[src/rtl/branch_resolve_unit.sv]
// ---------------------------------------------------------------------------
// branch_resolve_unit
//
// Carries the predictor decision for each fetched instruction through the
// IF_ID and ID_EX pipeline registers, resolves the real next PC in EX,
// and raises mispredict/flush with the redirect target in the same cycle.
// It also drives the predictor update bus and, optionally, two performance
// counters.
//
// Ports
//   clk, reset                  clock; synchronous active-high reset
//   IF_pc, IF_predict_taken,    fetch PC and the predictor's decision and
//   IF_predicted_pc             next-PC for it
//   stall                       load-use stall: hold IF_ID, bubble ID_EX
//   ID_is_branch/jal/jalr       decode of the instruction held in IF_ID
//   EX_branch_cond              compare result for the ID_EX instruction
//   EX_target                   ID_EX pc + imm (branch / JAL target)
//   EX_jalr_target              rs1 + imm for JALR (bit 0 is dropped)
//   mispredict, flush           EX next-PC differs from the prediction
//   redirect_pc                 correct next PC (valid while mispredict=1)
//   ID_EX_*                     predictor update bus
//   perf_branch_count,          resolved control instructions / mispredicts
//   perf_mispredict_count
//
// Configuration
//   BRANCH_PERF_COUNTER_EN      when defined, builds the two 32-bit wrapping
//                               performance counters; otherwise both perf
//                               outputs are tied to zero.
// ---------------------------------------------------------------------------
module branch_resolve_unit (
    input  logic        clk,
    input  logic        reset,
    input  logic [31:0] IF_pc,
    input  logic        IF_predict_taken,
    input  logic [31:0] IF_predicted_pc,
    input  logic        stall,
    input  logic        ID_is_branch,
    input  logic        ID_is_jal,
    input  logic        ID_is_jalr,
    input  logic        EX_branch_cond,
    input  logic [31:0] EX_target,
    input  logic [31:0] EX_jalr_target,
    output logic        mispredict,
    output logic [31:0] redirect_pc,
    output logic        flush,
    output logic [31:0] ID_EX_pc,
    output logic [31:0] ID_EX_branch_target,
    output logic        ID_EX_is_branch,
    output logic        ID_EX_is_jal,
    output logic        ID_EX_actual_branch_taken,
    output logic [31:0] perf_branch_count,
    output logic [31:0] perf_mispredict_count
);

    typedef struct packed {
        logic        valid;
        logic [31:0] pc;
        logic        predict_taken;
        logic [31:0] predicted_pc;
    } if_id_t;

    typedef struct packed {
        logic        valid;
        logic [31:0] pc;
        logic        predict_taken;
        logic [31:0] predicted_pc;
        logic        is_branch;
        logic        is_jal;
        logic        is_jalr;
    } id_ex_t;

    if_id_t      if_id;
    id_ex_t      id_ex;

    logic        actual_taken;
    logic [31:0] pc_plus4;
    logic [31:0] actual_next;

    // The carried taken bit is not needed for resolution (the predicted PC
    // already encodes it) but stays in the entry for debug visibility.
    logic        unused_predict_taken;
    assign unused_predict_taken = id_ex.predict_taken;

    // -----------------------------------------------------------------------
    // Pipeline registers. Reset beats flush, flush beats stall. On a flush
    // only the valid bits are cleared; stale payload is harmless because
    // every consumer is qualified by valid.
    // -----------------------------------------------------------------------
    always_ff @(posedge clk) begin
        if (reset) begin
            if_id <= '0;
            id_ex <= '0;
        end else if (flush) begin
            if_id.valid <= 1'b0;
            id_ex.valid <= 1'b0;
        end else begin
            if (!stall) begin
                if_id.valid         <= 1'b1;
                if_id.pc            <= IF_pc;
                if_id.predict_taken <= IF_predict_taken;
                if_id.predicted_pc  <= IF_predicted_pc;
            end
            id_ex.valid         <= if_id.valid & ~stall;
            id_ex.pc            <= if_id.pc;
            id_ex.predict_taken <= if_id.predict_taken;
            id_ex.predicted_pc  <= if_id.predicted_pc;
            id_ex.is_branch     <= ID_is_branch;
            id_ex.is_jal        <= ID_is_jal;
            id_ex.is_jalr       <= ID_is_jalr;
        end
    end

    // -----------------------------------------------------------------------
    // EX-stage resolution
    // -----------------------------------------------------------------------
    always_comb begin
        actual_taken = id_ex.is_jal | id_ex.is_jalr |
                       (id_ex.is_branch & EX_branch_cond);
        pc_plus4     = id_ex.pc + 32'd4;
        if (id_ex.is_jalr)
            actual_next = {EX_jalr_target[31:1], 1'b0};
        else if (actual_taken)
            actual_next = EX_target;
        else
            actual_next = pc_plus4;
        mispredict = id_ex.valid & (id_ex.predicted_pc != actual_next);
    end

    assign flush       = mispredict;
    assign redirect_pc = actual_next;

    assign ID_EX_pc                  = id_ex.pc;
    assign ID_EX_branch_target       = EX_target;
    assign ID_EX_actual_branch_taken = actual_taken;
    assign ID_EX_is_branch           = id_ex.valid & id_ex.is_branch;
    assign ID_EX_is_jal              = id_ex.valid & id_ex.is_jal;

    // -----------------------------------------------------------------------
    // Performance counters
    // -----------------------------------------------------------------------
`ifdef BRANCH_PERF_COUNTER_EN
    logic [31:0] branch_cnt;
    logic [31:0] mispredict_cnt;

    always_ff @(posedge clk) begin
        if (reset) begin
            branch_cnt     <= '0;
            mispredict_cnt <= '0;
        end else begin
            if (id_ex.valid & (id_ex.is_branch | id_ex.is_jal | id_ex.is_jalr))
                branch_cnt <= branch_cnt + 32'd1;
            if (mispredict)
                mispredict_cnt <= mispredict_cnt + 32'd1;
        end
    end

    assign perf_branch_count     = branch_cnt;
    assign perf_mispredict_count = mispredict_cnt;
`else
    assign perf_branch_count     = '0;
    assign perf_mispredict_count = '0;
`endif

endmodule

[config.mk]
export PLATFORM = sky130hd
export DESIGN_NAME = branch_resolve_unit
export DESIGN_NICKNAME = d
export VERILOG_FILES = /design/src/rtl/branch_resolve_unit.sv
export SDC_FILE = /design/constraint.sdc
export NUM_CORES = 1
export LEC_CHECK = 0
export CAP_MARGIN = 10
export CORE_ASPECT_RATIO = 0.8
export CORE_MARGIN = 5
export CORE_UTILIZATION = 30
export CTS_BUF_LIST = sky130_fd_sc_hd__clkbuf_4 sky130_fd_sc_hd__clkbuf_8 sky130_fd_sc_hd__clkbuf_16
export CTS_CLUSTER_SIZE = 28
export DETAILED_ROUTE_END_ITERATION = 6
export PLACE_DENSITY = 0.57
export RECOVER_POWER = 25
export SLEW_MARGIN = 20
export SYNTH_ARGS = -nofsm -noshare
export SYNTH_HDL_FRONTEND = slang
export SYNTH_SLANG_ARGS = --single-unit
[constraint.sdc]
create_clock -name clk -period 4 [get_ports clk]
set_input_delay 0.4 -clock clk [delete_from_list [all_inputs] [get_ports clk]]
set_output_delay 0.4 -clock clk [all_outputs]
set_load 0.05 [all_outputs]
-- After elaboration in Yosys (flattened, before gate mapping)
Cells that the tools add are included.
- register bits: 133
- input bits: 136
- output and inout bits: 165
- add/sub/neg operators: 1
- equal/unequal tests: 1
- mux-type cells: 2
- bitwise gates (word level): 9
- reduce and logical (&&, ||, !) cells: 2
- operators by type and width (cell ; count):
    two-way mux 32 bit ; 2
    adder 32 x 3 -> 32 bit (second input constant) ; 1
    != test 32 bit ; 1
    bitwise AND 1 bit ; 5
    inverter 1 bit ; 2
    bitwise OR 1 bit ; 2
    AND reduction 2 bit ; 1
    OR reduction 2 bit ; 1

-- Logic depth before layout (Yosys ltp)
Gate-level depths: netlist of the first run.
- depth after elaboration: 8
- mapped depth: 14
- depth with buffers taken out: 10

-- Least setup slack after synthesis of the first run
No wires, ideal clock.
- kind: input port to output port
- start point: input port EX_branch_cond
- end point: output port mispredict
- arrival time: 4.098 ns
- path slack: -0.498 ns
- stages on the path: 12
- path buffers: 5
- cells stage by stage: a211oi_1 inv_1 clkbuf_1 clkbuf_1 o21ai_0 xor2_1 a2111oi_1 nand4b_1 o21a_1 buf_6 buf_6 buf_4
- longest elaborated chain between the ends: 6
- ends and longest elaborated chain (what ; line ; source):
    start, declared ; 40 ; input logic EX_branch_cond,
    bitwise AND 1 bit ; 118 ; (id_ex.is_branch & EX_branch_cond);
    bitwise OR 1 bit ; 117 ; actual_taken = id_ex.is_jal | id_ex.is_jalr |
    named net ID_EX_actual_branch_taken ; 50 ; output logic ID_EX_actual_branch_taken,
    two-way mux 32 bit ; 122 ; else if (actual_taken)
    two-way mux 32 bit ; 120 ; if (id_ex.is_jalr)
    named net redirect_pc[12] ; 44 ; output logic [31:0] redirect_pc,
    != test 32 bit ; 126 ; mispredict = id_ex.valid & (id_ex.predicted_pc != actual_next);
    bitwise AND 1 bit ; 126 ;
    end, declared ; 43 ; output logic mispredict,
The timed path passes the listed nets, and every way through them passes these cells.

-- Worst setup path in the final report of the first run
- start point: register id_ex (netlist bit ID_EX_pc[11])
- end point: output port flush
- longest elaborated chain between the ends: 5
- ends and longest elaborated chain (what ; line ; source):
    start, declared ; 73 ; id_ex_t id_ex;
    adder 32 x 3 -> 32 bit ; 119 ; pc_plus4 = id_ex.pc + 32'd4;
    two-way mux 32 bit ; 122 ;
    two-way mux 32 bit ; 120 ;
    != test 32 bit ; 126 ;
    bitwise AND 1 bit ; 126 ;
    end, declared ; 45 ; output logic flush,
No other way between the ends.

==> impl_summary.txt, run 1 <==
----------------------------------------------------
[Synthesis]
  Post-Synthesis Cell Area ... 8910 sq um
  Primary FF master, synth ... sky130_fd_sc_hd__dfxtp_1
  Top cells by area, synth ... sky130_fd_sc_hd__dfxtp_1 (30%), sky130_fd_sc_hd__mux2i_1 (15%), sky130_fd_sc_hd__nand2b_1 (14%), sky130_fd_sc_hd__buf_4 (11%), sky130_fd_sc_hd__xnor2_1 (2.1%)
  Number of distinct library cells after synthesis ... 69
  Warning count from the yosys run ... 0
  Flip-flop and latch count after synthesis ... 133
  Post-synthesis instance total ... 1,022
  Most area-hungry cell type in the Yosys netlist ... sky130_fd_sc_hd__dfxtp_1
  Share of synthesized area occupied by flip-flops and latches ... 29.9%
  Area share of the leading cell type in the synthesized netlist ... 29.9%
  Post-synthesis async set-or-reset flop share ... 0%
  Top-count cell post-synth ... sky130_fd_sc_hd__nand2b_1
  Syn avg cell area ... 8.71 sq um
  Commonest cells in the netlist ... sky130_fd_sc_hd__nand2b_1 (203), sky130_fd_sc_hd__mux2i_1 (137), sky130_fd_sc_hd__dfxtp_1 (133), sky130_fd_sc_hd__buf_4 (131), sky130_fd_sc_hd__nor2_1 (42)
  Post-synth EDFFs ... 0

[Critical path]
  Slowest cell on crit path ... sky130_fd_sc_hd__or4_4
  Arrival time worst endpoint ... 3500 ps
  Type of destination of the critical path ... output port
  Largest incremental delay on the critical path ... 630 ps
  Maximum fanout encountered on the critical timing path ... 8
  Kind of cell with the highest combined delay on the critical path ... simple AND/OR/NAND/NOR gates
  R2r worst-path depth ... 11
  Total stage count of the critical path ... 9
  List of cells traversed by the critical path ... nand4_4 -> or4_4 -> o31a_1 -> nor3_2 -> nor2_1 -> a221o_1 -> or4_4 -> o21a_4 -> buf_8
  Register-to-register setup slack ... 290 ps
  Data required time of the critical path ... 3600 ps
  Kind of start point of the critical path ... register
  Number of buffer and inverter stages on the critical path ... 1
  Most frequent cell on the critical path ... sky130_fd_sc_hd__or4_4
  Kind of critical path ... reg2out

[Drt]
  Number of DRC violations after detailed-routing iteration 0 ... 531
  Length of routed met3 wiring ... 2.49 mm
  First-pass DRT Iterations ... 5
  Final antenna-violating net count ... 0
  Uppermost layer routed ... met5
  Routed metal-1 wirelength ... 14.9 mm
  Met2 wire length ... 14.3 mm
  Mean routed wirelength per cell ... 19.7 microns
  Final routed DRC violation total ... 0
  Routed via count ... 7,855
  Routed WL ... 32.2 mm
  Via-per-instance ratio ... 4.80

[Global route]
  Congestion Overflow GR ... 0
  First-pass GRT wire length ... 47.0 mm
  All-layer global routing usage ... 18.6%
  Antenna violations before repair ... 1
  Vias in the first global route ... 7,687
  Pin count of the biggest net entering global routing ... 102

[Timing]
  Hold Worst Slack ... 476 ps
  Final worst clock skew ... 9.17 ps
  Fin. max-slew vios ... 0
  Maximum frequency from static timing analysis ... 256 MHz
  Final-report setup violation count ... 0
  Slew at the pin closest to its max-slew limit ... 844 ps
  Share of the clock period used by the worst path after layout ... 97.6%
  Setup WS post-layout ... 97.4 ps
  Hold Fails Final Rpt ... 0
  Time the worst path needs with I/O delays and setup ... 3900 ps
  Max-Slew Margin vs Limit ... 43.7%

[Clock tree]
  CTS tree ... yes
  Clock-pin slew on the worst setup and hold paths ... 60 ps
  Worst skew pair latency ... 430 ps
  Bufs on Longest Clock Path ... 2
  Count of clock tree sinks ... 133
  CTS buffer count ... 17
  Clock root buffer ... sky130_fd_sc_hd__clkbuf_16
  CTS H-tree lvls ... 4

[Worst hold path]
  Depth of the worst hold-timing path ... 2
  Min-delay worst type ... reg2reg

[Die]
  Floorplan row count ... 56
  Overall die height ... 164 microns
  Horizontal die dimension ... 203 microns
  Starting density of the core ... 30.4%
  Num ports ... 301
  Core Footprint ... 29,300 sq um
  Area of the die ... 33,300 sq um

[Final layout]
  Number of diodes ... 0
  Synthesis-to-layout area growth ... 38.7%
  Final Cell Area ... 12,400 sq um
  Post-route core utilization ... 42.2%
  Ratio of cells with drive above 1 in the final layout ... 17.6%
  Number of nets in the layout ... 1,383

[Run]
  Max-cap viol count ... 0

[Outcome]
  Outcome ... finished clean

[Place]
  Placed Area ... 11,400 sq um
  Detailed Place HPWL ... 25.3 mm
  GP Congestion ... 0.918
  DP Worst Slack ... -135 ps
  Port bufs ... 234

[Power]
  Max rail drop VDD ... 0.305 mV
  Pwr dens ... 365 nW/um^2
  Static Leak ... 0.00490 uW

----------------------------------------------------
-- worst paths after layout --
kind,start,to
setup / recovery,ID_EX_pc[11],flush
hold / removal,if_id[35],ID_EX_pc[2]
setup reg to reg,ID_EX_pc[11],ID_EX_pc[10]
hold reg to reg,if_id[35],ID_EX_pc[2]
-- metrics by stage --
| step | instances | power, uW | setup TNS, ps |
|---|---|---|---|
| CTS | 1633 | 4550 | 0 |
| floorplan | 1085 | 2350 | 0 |
| global route | 1636 | 4690 | -6.30 |
| detailed placement | 1595 | 2800 | -7590 |
| global placement | 1595 | 2790 | -6970 |
| finish | 1636 | 4510 | 0 |
-- routing by layer --
metal  GRT usage, %  vias up
li1               -     3779
met1           25.7     3731
met2           29.1      316
met3           5.51       27
met4           3.98        2
met5              0        -
-- flip-flops by register name (all words and copies together) (netlist names) --
| register | cells |
|---|---|
| id_ex | 36 |
| ID_EX_pc | 32 |
| if_id | 65 |
-- logic make-up (layout without fill, tap and decap cells) --
logic type / Yosys count / count (layout) / share of synthesized area, %
AND/OR/NAND/NOR: 395 / 395 / 26.3
buffers and inverters: 209 / 383 / 15.6
multiplexers: 138 / 138 / 15.5
flip-flops: 133 / 133 / 29.9
AO/OA/AOI/OAI: 110 / 110 / 9.03
XOR/XNOR: 35 / 35 / 3.44
adder cells (fa/ha/maj): 1 / 1 / 0.140
other: 1 / 64 / 0.0421
-- placed cells by master (no fill, tap or decap), types with 6 or more instances in the layout --
| cell type | synthesis | final |
|---|---|---|
| sky130_fd_sc_hd__or3_1 | 11 | 11 |
| sky130_fd_sc_hd__nand2b_1 | 203 | 203 |
| sky130_fd_sc_hd__inv_1 | 17 | 17 |
| sky130_fd_sc_hd__buf_4 | 131 | 118 |
| sky130_fd_sc_hd__xnor2_1 | 21 | 18 |
| sky130_fd_sc_hd__o2bb2ai_1 | 11 | 11 |
| sky130_fd_sc_hd__or2_2 | 8 | 8 |
| sky130_fd_sc_hd__o21ai_0 | 17 | 14 |
| sky130_fd_sc_hd__a21oi_1 | 16 | 13 |
| sky130_fd_sc_hd__nor2_1 | 42 | 42 |
| sky130_fd_sc_hd__nor4_1 | 11 | 8 |
| sky130_fd_sc_hd__xor2_1 | 14 | 14 |
| sky130_fd_sc_hd__conb_1 | 1 | 64 |
| sky130_fd_sc_hd__nand3_1 | 16 | 15 |
| sky130_fd_sc_hd__dlygate4sd3_1 | 0 | 58 |
| sky130_fd_sc_hd__clkbuf_16 | 0 | 17 |
| sky130_fd_sc_hd__nand4_1 | 17 | 17 |
| sky130_fd_sc_hd__buf_12 | 0 | 10 |
| sky130_fd_sc_hd__and3_1 | 6 | 6 |
| sky130_fd_sc_hd__nor3_1 | 13 | 10 |
| sky130_fd_sc_hd__mux2i_1 | 137 | 135 |
| sky130_fd_sc_hd__clkdlybuf4s50_1 | 0 | 145 |
| sky130_fd_sc_hd__nand2_1 | 36 | 35 |
| sky130_fd_sc_hd__and2_1 | 8 | 8 |
| sky130_fd_sc_hd__dfxtp_2 | 0 | 7 |
| sky130_fd_sc_hd__dfxtp_1 | 133 | 125 |
-- power breakdown --
part	total (uW)	switching [uW]	internal (uW)
Sequential	1450	53.9	1400
Clock	1720	656	1060
Combinational	1340	820	522
-- final cells by class --
class | count | area [sq um]
clock inverters | 14 | 200
flip-flops and latches | 133 | 2680
repair buffers | 334 | 3160
well taps | 377 | 472
fillers | 2921 | 16900
inverters | 17 | 63.8
multi-input cells | 743 | 5350
clock buffers | 18 | 433
-- tightest hold or removal path: cells and delay by family, from the launching register on --
kind | cells | cell delay (ps)
and+or+nand+nor | 1 | 80
muxes | 1 | 70
DFF | 1 | 290
-- what timing repair did --
item / in CTS / in global routing
hold buffers: 0 / 0
setup endpoints to repair: 2 / 28
setup buffers: 6 / 4
resized for setup: 27 / 27
pin swaps: 10 / 12
No activity file was read; power rests on OpenSTA's default activity.
==> inputs of run 2 (changes only) <==
--- a/config.mk
+++ b/config.mk
@@ -10,11 +10,9 @@
 export CORE_MARGIN = 5
 export CORE_UTILIZATION = 30
 export CTS_BUF_LIST = sky130_fd_sc_hd__clkbuf_4 sky130_fd_sc_hd__clkbuf_8 sky130_fd_sc_hd__clkbuf_16
-export CTS_CLUSTER_SIZE = 28
 export DETAILED_ROUTE_END_ITERATION = 6
 export PLACE_DENSITY = 0.57
 export RECOVER_POWER = 25
-export SLEW_MARGIN = 20
 export SYNTH_ARGS = -nofsm -noshare
 export SYNTH_HDL_FRONTEND = slang
 export SYNTH_SLANG_ARGS = --single-unit
==> results of run 2 <==
Final layout, timing and power as in run 1 (identical DEF).
